File: src/rtl/pwm_dac.sv
// pwm_dac: output stage of the synthesizer datapath.
// Converts the unsigned modulated sample into a single-bit PWM pin drive
// for an external RC low-pass filter. One sample is latched per PWM frame;
// a programmable tick prescaler sets the frame (audio sample) rate.
// Optional feature macro: PWM_DAC_NOISE_SHAPE_EN enables first-order
// error feedback of the discarded low sample bits.
module pwm_dac #(
  parameter int o = 16,  // incoming sample width
  parameter int P = 8,   // PWM resolution, frame = 2^P ticks (P < o)
  parameter int D = 8    // prescaler divide value width
) (
  input  logic         clk,
  input  logic         rst_n,
  input  logic         en,
  input  logic [D-1:0] div,
  input  logic [o-1:0] sample,
  output logic         pwm_out,
  output logic         frame,
  output logic [P-1:0] duty
);

  localparam logic [P-1:0] CNT_MAX = {P{1'b1}};

  logic [D-1:0] pcnt_q, pcnt_d;
  logic [P-1:0] cnt_q, cnt_d;
  logic [P-1:0] duty_q, duty_d;
  logic         pwm_q, pwm_d;
  logic         frame_q, frame_d;
  logic         tick;
  logic         frame_end;

  // >= rather than == so lowering div mid-count still ticks next clock.
  assign tick      = en & (pcnt_q >= div);
  assign frame_end = tick & (cnt_q == CNT_MAX);

`ifdef PWM_DAC_NOISE_SHAPE_EN
  localparam int RW = o - P;

  logic [RW-1:0] r_q, r_d;
  logic [o:0]    s_sum;

  // Saturate the duty on overflow of sample + residual.
  function automatic logic [P-1:0] sat_duty(input logic [o:0] s);
    return s[o] ? CNT_MAX : s[o-1:o-P];
  endfunction

  // Residual carried to the next frame; dropped when the sum saturates.
  function automatic logic [RW-1:0] next_residual(input logic [o:0] s);
    return s[o] ? '0 : s[RW-1:0];
  endfunction

  assign s_sum = {1'b0, sample} + {{(P + 1){1'b0}}, r_q};

  // Latch the shaped duty at frame end and carry the truncation error.
  always_comb begin
    duty_d = duty_q;
    r_d    = r_q;
    if (!en) begin
      r_d = '0;
    end else if (frame_end) begin
      duty_d = sat_duty(s_sum);
      r_d    = next_residual(s_sum);
    end
  end

  // Residual register, cleared by reset.
  always_ff @(posedge clk or negedge rst_n) begin
    if (!rst_n) begin
      r_q <= '0;
    end else begin
      r_q <= r_d;
    end
  end
`else
  // Low sample bits are intentionally discarded in the unshaped build.
  logic unused_sample_lo;
  assign unused_sample_lo = ^sample[o-P-1:0];

  // Latch the top P bits of the sample at frame end.
  always_comb begin
    duty_d = duty_q;
    if (frame_end) begin
      duty_d = sample[o-1:o-P];
    end
  end
`endif

  // Prescaler, frame counter and registered PWM compare.
  always_comb begin
    pcnt_d  = pcnt_q;
    cnt_d   = cnt_q;
    frame_d = 1'b0;
    if (!en) begin
      // Park cnt at frame end so the first tick after enable latches a sample.
      pcnt_d = '0;
      cnt_d  = CNT_MAX;
    end else if (tick) begin
      pcnt_d  = '0;
      cnt_d   = cnt_q + 1'b1;
      frame_d = frame_end;
    end else begin
      pcnt_d = pcnt_q + 1'b1;
    end
    pwm_d = en & (cnt_d < duty_d);
  end

  // State registers; reset aborts any frame in progress.
  always_ff @(posedge clk or negedge rst_n) begin
    if (!rst_n) begin
      pcnt_q  <= '0;
      cnt_q   <= CNT_MAX;
      duty_q  <= '0;
      pwm_q   <= 1'b0;
      frame_q <= 1'b0;
    end else begin
      pcnt_q  <= pcnt_d;
      cnt_q   <= cnt_d;
      duty_q  <= duty_d;
      pwm_q   <= pwm_d;
      frame_q <= frame_d;
    end
  end

  assign pwm_out = pwm_q;
  assign frame   = frame_q;
  assign duty    = duty_q;

endmodule

File: config.mk
export PLATFORM = sky130hd
export DESIGN_NAME = pwm_dac
export DESIGN_NICKNAME = d
export VERILOG_FILES = /design/src/rtl/pwm_dac.sv
export SDC_FILE = /design/constraint.sdc
export NUM_CORES = 1
export LEC_CHECK = 0
export BUFFER_PORTS_ARGS = -buffer_cell sky130_fd_sc_hd__clkbuf_2
export CAP_MARGIN = 20
export CORE_MARGIN = 1
export CORE_UTILIZATION = 35
export DETAILED_ROUTE_END_ITERATION = 8
export GPL_TIMING_DRIVEN = 0
export PLACE_DENSITY = 0.53
export SLEW_MARGIN = 10
export SYNTH_ARGS = -nofsm -noshare
export SYNTH_HDL_FRONTEND = slang
export SYNTH_SLANG_ARGS = --single-unit
export TNS_END_PERCENT = 5
File: constraint.sdc
create_clock -name clk -period 5.3 [get_ports clk]
set_input_delay 0.265 -clock clk [delete_from_list [all_inputs] [get_ports clk]]
set_output_delay 0.265 -clock clk [all_outputs]
set_load 0.02 [all_outputs]
-- Word level (Yosys, flattened, before mapping)
Cells that the tools add are included.
- register bits: 26
- logic and storage cells: 20
- add/subtract/negate cells: 2
- $lt $le $gt $ge: 2
- eq/ne operators: 1
- muxes and demuxes: 7
- bitwise operators: 3
- operators with widths (kind ; count):
    8-bit 2-to-1 mux ; 5
    8-bit by 1-bit adder with 8-bit output, second input constant ; 2
    8-bit equality test, second input constant ; 1
    8-bit >= comparator ; 1
    8-bit < comparator ; 1
    1-bit AND ; 3
    1-bit 2-to-1 mux ; 2

-- Depth between registers and ports, before layout
Gate-level depths: netlist (run 1).
- depth in word-level cells: 6
- gate-level depth with buffers: 14
- mapped depth without buffers: 14

-- Least setup slack after synthesis (run 1)
No wires, ideal clock.
- kind: reg2reg
- from: reg pcnt_q[0]
- to: reg pwm_q (netlist: pwm_out)
- data arrival time: 2812 ps
- data required time: 5234 ps
- path slack: 2422 ps
- stages on the path, launching flop included: 14
- path buffers: 1
- clock period less this slack: 2878 ps
- cells stage by stage: dfrtp_1 > inv_1 > ha_1 > nand2b_4 > a2111oi_4 > o31a_4 > nor3_2 > buf_6 > mux2i_1 > ha_1 > a21o_1 > a211oi_1 > and2b_1 > a41o_1
- longest elaborated chain between the ends: 6
- ends and longest elaborated chain (item ; RTL line ; RTL):
    start: declaration ; 24 ; logic [D-1:0] pcnt_q, pcnt_d;
    start signal: assignment ; 116 ; pcnt_q <= pcnt_d;
    8-bit >= comparator (*) ; 33 ; assign tick = en & (pcnt_q >= div);
    1-bit AND (*) ; 33 ;
    8-bit 2-to-1 mux / 1-bit AND (equally long branches) ; 97, 34 ;
    8-bit 2-to-1 mux (on tied branches) ; 93, 82 ;
    8-bit < comparator (*) ; 104 ; pwm_d = en & (cnt_d < duty_d);
    1-bit AND (*) ; 104 ;
    net pwm_d ; 27 ; logic pwm_q, pwm_d;
    end signal: assignment ; 119 ; pwm_q <= pwm_d;
    end: declaration ; 27 ;
Mark *: on every way through the listed nets, which the timed path passes. The rest lies on a longest branch.

-- Worst setup path after layout (run 1)
- from: reg pcnt_q[0]
- to: reg pwm_q (netlist: pwm_out)
- longest elaborated chain between the ends: 6
- ends and longest elaborated chain (item ; RTL line ; RTL):
    8-bit >= comparator ; 33 ;
    1-bit AND ; 33 ;
    8-bit 2-to-1 mux ; 97 ; end else if (tick) begin
    8-bit 2-to-1 mux ; 93 ; if (!en) begin
    net cnt_d[2] ; 25 ; logic [P-1:0] cnt_q, cnt_d;
    8-bit < comparator ; 104 ;
    1-bit AND ; 104 ;
    net pwm_d ; 27 ;
The timed path passes the listed nets, and every way through them passes these cells.

==> summary.md, run 1 <==
Status
- complete, no violations — run status

Finish
- 435 — # fillers
- 18.1% — relative area change from synthesis to final layout
- 0 — diode insertion count for antenna repair
- 779 um2 — area used by multi-input combinational logic
- 661 um2 — area occupied by registers
- 222 — final cell count without fillers
- 217 — nets@finish
- 28.5% — share of layout cells above drive strength 1

Worst setup path
- 3.49 ns — CP arrival
- reg2reg — CP Class
- 5.52 ns — required time of the critical path
- register — critical path startpoint category
- 12 — number of cells on the worst reg-to-reg path
- 8 — Worst Path Max Fanout
- register — crit path capture type

Timing
- 0 ns — final total negative setup slack
- 0 — final setup fails
- no — RSZ-0062 raised after global routing
- 55.3% — worst slew margin relative to its limit
- 0.0132 ns — maximum clock skew at final layout
- 3.27 ns — post-layout min period
- 0.0000477 ns — post-route worst hold slack
- 0 — Max Transition Viols Final
- 61.7% — post-route fraction of the period consumed by the critical path
- 0.670 ns — measured slew at the worst slew-check pin
- 0 — Final Hold Viols
- 2.03 ns — setup slack of the critical path after layout
- 0.306 GHz — Highest Clock Rate

Drt
- 71 um — routed length on met3
- 32 — initial drt markers
- 0 — residual antenna-violating net count after detailed routing
- 12.6 um — wire length per cell
- 4.87 — per-cell via count in the routed design
- 1260 um — post-route met1 wirelength
- 2800 um — post-detailed-routing wire length
- 4 — Pre-Repair DR Iteration Count
- 1082 — total via count after detailed routing
- met4 — uppermost layer routed
- 1430 um — met2 layer wire length in the routed design
- 0 — DRC Markers

Synthesis
- 29.7% — portion of synthesized cell area occupied by the leading cell type
- 10.8 um2 — Avg Synthesized Cell Area
- 33 — distinct cell type count of the synthesized netlist
- 26 — number of storage elements in the synthesis netlist
- 0.00152 mm2 — post-synth design cell area
- 43.6% — Seq/Total Area, Yosys
- dfrtp_1 — Synth area leader
- dfrtp_1 30%, ha_1 14%, dfstp_2 14%, xor2_1 5.8%, mux2i_1 4.6% — top cells by area, synth
- 184 — post-synthesis net count
- 0 — number of warnings printed during yosys synthesis
- 140 — cell count after synthesis

Floorplan
- 67.8 um — die extent in x
- 67.8 um — die extent in y
- 37.1% — Initial Utilization
- 0.00409 mm2 — Core Footprint
- 37 — top-level I/O count
- 0.00460 mm2 — DIE AREA
- 23 — site row count

Pwr
- 265 mW/mm2 — cell area power density
- 475 uW — total power
- 0.948 nW — leakage power summed over all cells
- 0.124 mV — VDD IR-drop max

Hold path
- in2async — classification of the worst-slack hold path

Global route
- 0 — GRT Residual Overflow
- 27 — pin count of the biggest net entering global routing
- 0 — number of antenna violations at the first check in global routing
- 4930 um — global-route wire length before repair
- 14.3% — GR Util All Layers
- 1152 — via count of the first global-routing pass

Clocking
- yes — TritonCTS clock tree
- 0.28 ns — insertion delay of the later-clocked pin in the worst-skew pair
- 1 — H-tree levels
- 0 — # Post-CTS Setup Buffers
- 2 — buffer levels on the longest clock path
- 0 — number of buffers added to fix hold violations after cts
- 3 — total CTS buffers
- 26 — number of clock sinks seen by CTS
- 0 — post-cts gate resize count
- clkbuf_8 — CTS Root Cell
- 0.10 ns — clock transition at the registers of the reported paths

Place
- 28 — Buffers on Ports
- 218 — # placed instances
- 2.03 ns — dpl ws
- 2150 um — detailed-placement wirelength estimate
- 0.747 — GPL Wtd Cong

Run
- 0 — max-capacitance violation count

-- synth_stat cells, drive strengths merged --
library cell and number:
dfrtp 18, ha 17, inv 15, nand2 12, xor2 10, nand3 9, nor2 9, dfstp 8
mux2i 7, and3 5, nand4 4, a21oi 3, a21o 2, o21a 2, xnor2 2, a2111oi 1
a211o 1, a211oi 1, a41o 1, and2 1, and2b 1, buf 1, dlygate4sd1 1, mux2 1
nand2b 1, nand3b 1, nor3 1, o2111ai 1, o21ai 1, o31a 1, o31ai 1, or3 1
-- layout by cell type, fill, tap and decap left out, drive strengths merged, types with 2 or more instances in the layout --
master and count:
nand3 9, inv 15, mux2i 7, a21o 2
nand2 12, xnor2 2, xor2 10, nand4 4
dfstp 8, and3 5, dfrtp 18, clkbuf 31
o21a 2, nor2 9, ha 17, a21oi 3
-- critical path, cell delays in order (launching register included) --
cell	delay, ns
dfrtp_1	0.46
inv_1	0.07
ha_1	0.27
nand2b_4	0.15
a2111oi_4	0.39
o31ai_2	0.22
and3_1	0.22
o21ai_0	0.24
ha_1	0.30
a21o_1	0.19
a211oi_1	0.34
and2b_1	0.18
a41o_1	0.18
-- logic make-up after synthesis --
family / after synthesis / synth area share (%)
and+or+nand+nor: 45 / 15.4
AOI/OAI and AO/OA: 15 / 9.41
DFF: 26 / 43.6
buffers and inverters: 17 / 5.03
adders and majority gates: 17 / 14.0
muxes: 8 / 5.61
xor gates and xnor gates: 12 / 6.93
-- metal layers --
metal,up-vias,global-route usage (%)
li1,545,-
met1,512,16.6
met2,21,26.6
met3,4,2.00
met4,0,4.69
met5,-,0
-- flip-flops by register name, indices dropped and copies added (netlist names) --
register  flops
cnt_q         8
duty          8
frame         1
pcnt_q        8
pwm_out       1
-- layout make-up --
class	instances	share of cell area (%)
Inverter	15	3.14
Clock buffer	3	2.31
Tap cell	50	3.49
Multi-Input combinational cell	97	43.5
Timing Repair Buffer	28	7.83
Sequential cell	26	36.9
Buffer	2	1.12
Clock inverter	1	1.68
-- final timing paths --
path	slack, ns	endpoint	start
setup / recovery	2.03	pwm_out	pcnt_q[0]
hold / removal	0.00005	duty[6]	rst_n
setup reg to reg	2.03	pwm_out	pcnt_q[0]
hold reg to reg	0.52	duty[2]	duty[2]
max in group asynchronous	4.85	duty[2]	rst_n
min in group clk	0.23	duty[7]	sample[15]
-- stage by stage --
step	instance area, um2	util, %
2_1_floorplan	1520	-
3_3_place_gp	1720	42.1
3_5_place_dp	1720	42.1
4_1_cts	1790	43.8
5_1_grt	1790	43.8
6_report	1790	43.8
-- power breakdown --
part	internal, mW	leakage (nW)	switching (mW)	total, mW
Clock	0.101	0.0357	0.0648	0.166
Combinational	0.0385	0.583	0.0507	0.0892
Sequential	0.212	0.330	0.00852	0.220
(Power assumes the default switching activity.)
==> inputs of run 2 (changes only) <==
clock period = 3.2 ns   (was 5.3 ns; I/O delays follow)
==> run 2 against run 1 <==
Compared with the run above:
- count of clock-buffer cells in the layout is the same
- first-iteration DRC count increased by 28%
- design area rose by 5.9%
- maximum frequency rose by 8.0%
- register-to-register slack worse by 1.9 ns
- sequential share of layout area fell by 2.0 points
- global-route usage about the same
- critical path type unchanged
- largest cell class unchanged
==> summary.md, run 2 (same netlist as run 1, synthesis figures left out) <==
Worst setup path
- or3_2 — Crit-path slowest cell, was dfrtp_1
- reg2reg — CP Class, unchanged
- simple AND/OR/NAND/NOR gates — dominant delay contributor by cell family on the critical path, was compound AO/OA/AOI/OAI gates
- 5 — Worst Path Max Fanout, was 8
- ha_1 > nand4_1 > o31a_4 > or3_2 > xor2_1 > nand2_1 > ha_1 > nand2_1 > nand3b_1 > and2b_1 > a41o_1 — cell-by-cell trace of the critical path, was inv_1 > ha_1 > nand2b_4 > a2111oi_4 > o31ai_2 > and3_1 > o21ai_0 > ha_1 > a21o_1 > a211oi_1 > and2b_1 > a41o_1
- 0.49 ns — Critical Path Max Stage Delay, was 0.46 ns
- 3.37 ns — required time of the critical path, was 5.52 ns
- 3.19 ns — CP arrival, was 3.49 ns
- register — critical path startpoint category, unchanged
- 0 — CP Buf/Inv Count, was 1
- register — crit path capture type, unchanged

Global route
- 0 — number of antenna violations at the first check in global routing, unchanged
- 14.3% — GR Util All Layers, about the same
- 4950 um — global-route wire length before repair, was 4930 um
- 0 — GRT Residual Overflow, unchanged
- 27 — pin count of the biggest net entering global routing, unchanged
- 1153 — via count of the first global-routing pass, was 1152

Drt
- 4.79 — per-cell via count in the routed design, was 4.87
- 0 — DRC Markers, unchanged
- 0 — residual antenna-violating net count after detailed routing, unchanged
- 1107 — total via count after detailed routing, was 1082
- 2840 um — post-detailed-routing wire length, was 2800 um
- 12.3 um — wire length per cell, was 12.6 um
- 4 — Pre-Repair DR Iteration Count, unchanged
- 41 — initial drt markers, was 32

Clocking
- 0.27 ns — insertion delay of the later-clocked pin in the worst-skew pair, was 0.28 ns
- yes — TritonCTS clock tree, unchanged
- clkbuf_8 — CTS Root Cell, unchanged
- 26 — number of clock sinks seen by CTS, unchanged
- 2 — buffer levels on the longest clock path, unchanged
- 0.10 ns — clock transition at the registers of the reported paths, about the same
- 3 — total CTS buffers, unchanged
- 1 — H-tree levels, unchanged

Finish
- clkbuf_2 — most common library cell in the layout ignoring fill and taps, unchanged
- 25.0% — relative area change from synthesis to final layout, was 18.1%
- 33.7% — share of layout cells above drive strength 1, was 28.5%
- 46.4% — final standard cell utilization of the core, was 43.8%
- 816 um2 — area used by multi-input combinational logic, was 779 um2
- 662 um2 — area occupied by registers, was 661 um2
- 0 — diode insertion count for antenna repair, unchanged
- 28 x clkbuf_2, 17 x ha_1, 17 x dfrtp_1, 15 x inv_1, 12 x nand2_1 — commonest cells after routing, fill and taps aside, was 28 x clkbuf_2, 18 x dfrtp_1, 17 x ha_1, 15 x inv_1, 12 x nand2_1
- 226 — nets@finish, was 217
- 428 — # fillers, was 435

Place
- 2150 um — detailed-placement wirelength estimate, unchanged
- 0.747 — GPL Wtd Cong, unchanged
- 28 — Buffers on Ports, unchanged

Timing
- 94.6% — post-route fraction of the period consumed by the critical path, was 61.7%
- 0.123 ns — post-route worst hold slack, was 0.0000477 ns
- 0.662 ns — measured slew at the worst slew-check pin, was 0.670 ns
- 0 — Final Hold Viols, unchanged
- 55.9% — worst slew margin relative to its limit, was 55.3%
- 0 — Max Transition Viols Final, unchanged
- 3.03 ns — post-layout min period, was 3.27 ns
- 0 — final setup fails, unchanged
- 0.0103 ns — maximum clock skew at final layout, was 0.0132 ns
- no — RSZ-0062 raised after global routing, unchanged
- 0.330 GHz — Highest Clock Rate, was 0.306 GHz

Pwr
- 0.207 mV — VDD IR-drop max, was 0.124 mV
- 1.01 nW — leakage power summed over all cells, was 0.948 nW
- 421 mW/mm2 — cell area power density, was 265 mW/mm2

Floorplan
- 0.00409 mm2 — Core Footprint, unchanged
- 0.00460 mm2 — DIE AREA, unchanged
- 37.1% — Initial Utilization, unchanged
- 67.8 um — die extent in x, unchanged
- 23 — site row count, unchanged
- 37 — top-level I/O count, unchanged
- 67.8 um — die extent in y, unchanged

Status
- complete, no violations — run status, unchanged

Hold path
- in2reg — classification of the worst-slack hold path, was in2async

Run
- 0 — max-capacitance violation count, unchanged

[run 2: cell types whose count changed in the layout (fill, tap and decap cells not counted), sizes merged]
cell         delta
dlygate4sd3     +1
buf             +8
[run 2: worst paths after layout]
kind | start | end | slack (ns) | cells past startpoint
max in group asynchronous | rst_n | pcnt_q[0] | 2.28 | 2
worst min-delay path | sample[15] | duty[7] | 0.12 | 3
worst max register to register | pcnt_q[5] | pwm_out | 0.17 | 11
min in group asynchronous | rst_n | duty[6] | 0.44 | 2
worst min register to register | pcnt_q[0] | pcnt_q[0] | 0.50 | 1
worst max-delay path | pcnt_q[5] | pwm_out | 0.17 | 11
[run 2: layout make-up]
cell class	count	area share, %
inverter	15	2.97
tap	50	3.30
timing repair buffer	37	11.0
buffer	2	1.06
clock buffer	3	2.18
clock inverter	1	1.58
sequential	26	34.9
multi-input combinational	97	43.0
[run 2: routing by layer]
| metal | up-vias | wire length, um | part of all wire, % | track usage [%] |
|---|---|---|---|---|
| li1 | 567 | - | - | - |
| met1 | 515 | 1320 | 46 | 16.8 |
| met2 | 21 | 1410 | 50 | 26.6 |
| met3 | 4 | 78 | 2.7 | 2.00 |
| met4 | 0 | 31 | 1.1 | 4.69 |
| met5 | - | 0 | 0 | 0 |
[run 2: report_power, final]
group          total (mW)  switching, mW  internal (mW)
sequential          0.366         0.0147          0.351
combinational       0.160         0.0892         0.0708
clock               0.273          0.106          0.167
total               0.799          0.210          0.589
[run 2: timing repair]
item                                    CTS  global route
buffers inserted                          0             7
cloned                                    0             1
resized for setup                         2             6
endpoints found under the hold margin    18             0
hold buffers                              1             0
endpoints found under the setup margin    1             1
pin swaps                                 0             4
[run 2: worst min-delay path, stage by stage]
cell and delay, ns:
clkbuf_2 0.08, mux2i_1 0.08, inv_1 0.06
[run 2: per-stage QoR]
step	std cells	setup WS [ns]	TNS (ns)	power (mW)	area, um2
after detailed placement	218	-0.0730	-0.0730	0.522	1720
final	231	0.174	0	0.799	1900
after global placement	218	-0.0813	-0.0813	0.517	1720
after floorplan	140	0.322	0	0.468	1520
after global routing	231	0.0157	0	0.847	1900
after CTS	223	0.0408	0	0.804	1810
